### src/rtl/serial_subtractor_if.sv
// Handshake and operand/result bundle for the bit-serial subtractor.
// The master drives the request and operands; the slave returns status and result.
interface serial_subtractor_if #(
    parameter int unsigned WIDTH = 8
);
    logic             start;
    logic [WIDTH-1:0] a;
    logic [WIDTH-1:0] b;
    logic             bin;
    logic             busy;
    logic             done;
    logic [WIDTH-1:0] diff;
    logic             bout;

    modport master (
        output start, a, b, bin,
        input  busy, done, diff, bout
    );

    modport slave (
        input  start, a, b, bin,
        output busy, done, diff, bout
    );
endinterface

### src/rtl/serial_subtractor.sv
// Bit-serial WIDTH-bit subtractor: diff = a - b - bin, one bit per clock, LSB first.
// diff/bout are registered and only change on the edge that enters DONE.
module serial_subtractor #(
    parameter int unsigned WIDTH = 8
) (
    input logic                clk,
    input logic                rst_n,
    serial_subtractor_if.slave bus
);
    localparam int unsigned CntW = (WIDTH > 2) ? $clog2(WIDTH) : 1;
    localparam logic [CntW-1:0] CntLast = CntW'(WIDTH - 1);

    typedef enum logic [1:0] {
        StIdle,
        StShift,
        StDone
    } state_e;

    state_e           state_q, state_d;
    logic [WIDTH-1:0] a_q, a_d;
    logic [WIDTH-1:0] b_q, b_d;
    logic [WIDTH-1:0] res_q, res_d;
    logic [WIDTH-1:0] diff_q, diff_d;
    logic             br_q, br_d;
    logic             bout_q, bout_d;
    logic [CntW-1:0]  cnt_q, cnt_d;

    logic             a0, b0;
    logic             d_bit;
    logic             br_next;
    logic [WIDTH-1:0] res_shifted;

    // One full-subtractor slice operating on the current LSBs.
    always_comb begin
        a0          = a_q[0];
        b0          = b_q[0];
        d_bit       = a0 ^ b0 ^ br_q;
        br_next     = (~a0 & b0) | (~(a0 ^ b0) & br_q);
        res_shifted = {d_bit, res_q[WIDTH-1:1]};
    end

    always_comb begin
        state_d = state_q;
        a_d     = a_q;
        b_d     = b_q;
        res_d   = res_q;
        diff_d  = diff_q;
        br_d    = br_q;
        bout_d  = bout_q;
        cnt_d   = cnt_q;

        unique case (state_q)
            StIdle: begin
                if (bus.start) begin
                    a_d     = bus.a;
                    b_d     = bus.b;
                    br_d    = bus.bin;
                    res_d   = '0;
                    cnt_d   = '0;
                    state_d = StShift;
                end
            end
            StShift: begin
                a_d   = a_q >> 1;
                b_d   = b_q >> 1;
                br_d  = br_next;
                res_d = res_shifted;
                cnt_d = cnt_q + CntW'(1);
                if (cnt_q == CntLast) begin
                    diff_d  = res_shifted;
                    bout_d  = br_next;
                    state_d = StDone;
                end
            end
            StDone: begin
                // start is deliberately not sampled here.
                state_d = StIdle;
            end
            default: begin
                state_d = StIdle;
            end
        endcase
    end

    always_ff @(posedge clk or negedge rst_n) begin
        if (!rst_n) begin
            state_q <= StIdle;
            a_q     <= '0;
            b_q     <= '0;
            res_q   <= '0;
            diff_q  <= '0;
            br_q    <= 1'b0;
            bout_q  <= 1'b0;
            cnt_q   <= '0;
        end else begin
            state_q <= state_d;
            a_q     <= a_d;
            b_q     <= b_d;
            res_q   <= res_d;
            diff_q  <= diff_d;
            br_q    <= br_d;
            bout_q  <= bout_d;
            cnt_q   <= cnt_d;
        end
    end

    // Status decodes straight from the state flops, so no input reaches an output.
    assign bus.busy = (state_q == StShift);
    assign bus.done = (state_q == StDone);
    assign bus.diff = diff_q;
    assign bus.bout = bout_q;

endmodule

### src/flat_wrapper.sv
// flat-port wrapper written by rule: the top's interface ports become plain ports
module serial_subtractor_flat 
#(
    parameter int unsigned WIDTH = 8
)
  (clk, rst_n, bus_start, bus_a, bus_b, bus_bin, bus_busy, bus_done, bus_diff, bus_bout);
  serial_subtractor_if #(.WIDTH(WIDTH)) bus_i ();
  input logic clk;
  input logic rst_n;
  input wire logic [$bits(bus_i.start)-1:0] bus_start;
  input wire logic [$bits(bus_i.a)-1:0] bus_a;
  input wire logic [$bits(bus_i.b)-1:0] bus_b;
  input wire logic [$bits(bus_i.bin)-1:0] bus_bin;
  output wire logic [$bits(bus_i.busy)-1:0] bus_busy;
  output wire logic [$bits(bus_i.done)-1:0] bus_done;
  output wire logic [$bits(bus_i.diff)-1:0] bus_diff;
  output wire logic [$bits(bus_i.bout)-1:0] bus_bout;
  assign bus_i.start = bus_start;
  assign bus_i.a = bus_a;
  assign bus_i.b = bus_b;
  assign bus_i.bin = bus_bin;
  assign bus_busy = bus_i.busy;
  assign bus_done = bus_i.done;
  assign bus_diff = bus_i.diff;
  assign bus_bout = bus_i.bout;
  serial_subtractor #(.WIDTH(WIDTH)) u_core (.clk(clk), .rst_n(rst_n), .bus(bus_i));
endmodule
### config.mk
export PLATFORM = sky130hd
export DESIGN_NAME = serial_subtractor_flat
export DESIGN_NICKNAME = d
export VERILOG_FILES = /design/src/rtl/serial_subtractor_if.sv /design/src/rtl/serial_subtractor.sv /design/src/flat_wrapper.sv
export SDC_FILE = /design/constraint.sdc
export NUM_CORES = 1
export LEC_CHECK = 0
export CAP_MARGIN = 5
export CORE_UTILIZATION = 35
export DETAILED_ROUTE_END_ITERATION = 10
export PLACE_DENSITY = 0.57
export SLEW_MARGIN = 20
export SYNTH_ARGS = -nofsm -noshare
export SYNTH_HDL_FRONTEND = slang
export SYNTH_SLANG_ARGS = --single-unit
### constraint.sdc
create_clock -name clk -period 4.1 [get_ports clk]
set_input_delay 0.615 -clock clk [delete_from_list [all_inputs] [get_ports clk]]
set_output_delay 0.615 -clock clk [all_outputs]
set_load 0.02 [all_outputs]
==> impl_metrics.py <==
metrics = {
    "floorplan": {
        "dieArea_mm2": 0.00574,
        "rows": 26,
        "core_mm2": 0.00517,
        "die_y_um": 75.8,
        "initial_utilization_pct": 36.8,
        "pin_count": 31,
        "die_w_um": 75.8,
    },
    "sta": {
        "relSlewSlack_pct": 43.0,
        "hold_viol_final": 0,
        "min_period_ps": 2680,
        "setup_violations": 0,
        "grt_setup_unrepaired": "no",
        "holdWs_ps": 435,
        "finalCritPeriodShare_pct": 65.4,
        "worst_pin_slew_ps": 855,
        "finalClockSkew_ps": 3.25,
        "finalMaxSlewViolations": 0,
        "fmax_mhz": 373,
        "tns_ps": 0,
    },
    "finish": {
        "n_antenna_cell": 0,
        "final_cell_mix": "38 x dfrtp_1, 29 x clkdlybuf4s50_1, 18 x inv_1, 11 x nor4b_1, 11 x nor3b_1",
        "finalNetCount": 193,
        "stdcell_count": 241,
        "layout_commonest_cell": "dfrtp_1",
        "drive_gt1_share_pct": 21.6,
        "area_delta_synth_final_pct": 23.3,
    },
    "place": {
        "place_congestion": 0.691,
        "place_inst": 233,
        "hpwl_mm": 2.26,
        "port_buffers": 30,
    },
    "clocking": {
        "cts_tree": "yes",
        "clkSinkCount": 38,
        "cts_resized": 0,
        "cts_max_path_buffers": 2,
        "cts_inserted_buffers": 5,
        "root_buffer": "clkbuf_8",
        "cts_setup_buffers": 0,
        "insertion_delay_ps": 290,
        "clk_pin_slew_ps": 80,
        "cts_hold_buffers": 0,
        "htree_levels": 2,
    },
    "synthesis": {
        "yosys.cell_types.count": 29,
        "yosysWarnings": 0,
        "synth_seq_cells": 38,
        "synth_nets": 168,
        "synth_edf_count": 0,
        "syn_area_mm2": 0.00190,
        "ys_seq_area_share_pct": 49.9,
        "synth_cells": 145,
        "synth-main-ff-cell": "dfrtp_1",
        "synthArstFlopShare_pct": 100,
        "avgSynthCellArea_um2": 13.1,
    },
    "setup_path": {
        "crit_type": "reg2out",
        "crit_required_ps": 3480,
        "start_kind": "flop",
        "path_max_fanout": 35,
        "worstPathArrival_ps": 2060,
        "path_cells": "buf_4 -> nor2b_4 -> clkdlybuf4s50_1",
        "cp-end-kind": "output port",
        "cpPeakStageDelay_ps": 680,
        "slowest_stage": "clkdlybuf4s50_1",
    },
    "run_status": {
        "status": "complete, no violations",
    },
    "global_routing": {
        "grt.overflow.total": 0,
        "grt_pass1_wl_mm": 6.01,
        "antenna_found_initial": 0,
        "track_usage_pct": 14.3,
        "grt_max_degree": 39,
        "grt_pass1_vias": 1247,
    },
    "route": {
        "viasPerCell": 5.05,
        "drt_iter0_drc": 64,
        "vias": 1218,
        "totalWireLength_mm": 3.50,
        "ant_nets": 0,
        "routedWlPerCell_um": 14.5,
        "first_pass_iters": 4,
        "drc": 0,
    },
    "hold_path": {
        "hp-class": "in2async",
    },
    "pwr": {
        "ir_drop_mv": 0.233,
        "leakage_nw": 1.04,
        "power.density_mw_per_mm2": 754,
    },
    "flow_run": {
        "cap_violations": 0,
    },
}
## critical path, delay by kind of cell, from the launching register on
family | cells | cell delay, ps
buf+inv | 2 | 1020
simple gates | 1 | 430
flops | 1 | 330
## sequential cells by signal, indices dropped and copies added, names as in the netlist
name             flops
u_core.bus.diff      8
u_core.res_q         7
u_core.a_q           8
u_core.state_q       2
u_core.b_q           8
u_core.br_q          1
u_core.cnt_q         3
u_core.bus.bout      1
## metrics by stage
step           power, W  cell area [um^2]  worst slack (ps)  utilization, %
2_1_floorplan   0.00121              1900              2410               -
3_3_place_gp    0.00137              2210              1690            42.6
3_5_place_dp    0.00140              2210              1630            42.6
4_1_cts         0.00180              2350              1390            45.4
5_1_grt         0.00190              2350              1290            45.4
6_report        0.00177              2350              1420            45.4
## final timing paths
path                                  to               from  depth (start not counted)  slack (ps)
max in group asynchronous  u_core.a_q[7]              rst_n                          1        3140
hold reg to reg            u_core.b_q[7]      u_core.b_q[7]                          1         500
setup reg to reg           u_core.a_q[6]  u_core.state_q[1]                          3        2370
setup / recovery                bus_busy  u_core.state_q[0]                          3        1420
min in group clk           u_core.b_q[7]      u_core.b_q[7]                          1         500
hold / removal             u_core.b_q[1]              rst_n                          1         440
## per-layer routing
metal / vias up / global-route usage, % / part of all wire [%]
met1: 598 / 19.6 / 50
met5: - / 0 / 0
met2: 42 / 21.6 / 45
li1: 573 / - / -
met4: 0 / 6.17 / 1.5
met3: 5 / 3.17 / 4.0
## where the power goes
| group | total, W | internal [W] | switching, W |
|---|---|---|---|
| logic | 0.000728 | 0.000378 | 0.000350 |
| registers | 0.000651 | 0.000549 | 0.000102 |
| clock network | 0.000393 | 0.000260 | 0.000133 |
| total | 0.00177 | 0.00119 | 0.000585 |
## synthesized netlist by cell type (2+ instances only)
master / number / area, um^2
buf_6: 3 / 33.8
buf_4: 4 / 30.0
nor4b_2: 4 / 60.1
nor4b_1: 11 / 96.3
buf_2: 5 / 25.0
dfrtp_1: 38 / 951
nor3b_1: 11 / 82.6
ha_1: 2 / 25.0
a22o_1: 9 / 78.8
inv_1: 18 / 67.6
clkbuf_1: 2 / 7.51
mux2_4: 8 / 120
a221oi_1: 4 / 35.0
a211oi_2: 10 / 125
nand2b_1: 2 / 12.5
## cell type report
class	count	area [um^2]
clock buffer	6	82.6
tap	70	87.6
multi-input combinational	75	790
fill	462	2820
clock inverter	2	60.1
sequential	38	951
timing repair buffer	32	310
inverter	18	67.6
## cells by family (layout without fill, tap and decap cells)
group,count (synthesis),in the layout,share of synthesized area (%)
AO/OA/AOI/OAI,28,28,15.0
adder cells (fa/ha/maj),3,3,2.37
buffers and inverters,32,58,8.61
flip-flops,38,38,49.9
multiplexers,10,10,7.42
AND/OR/NAND/NOR,34,34,16.6
Power figures use the tool's default switching activity.
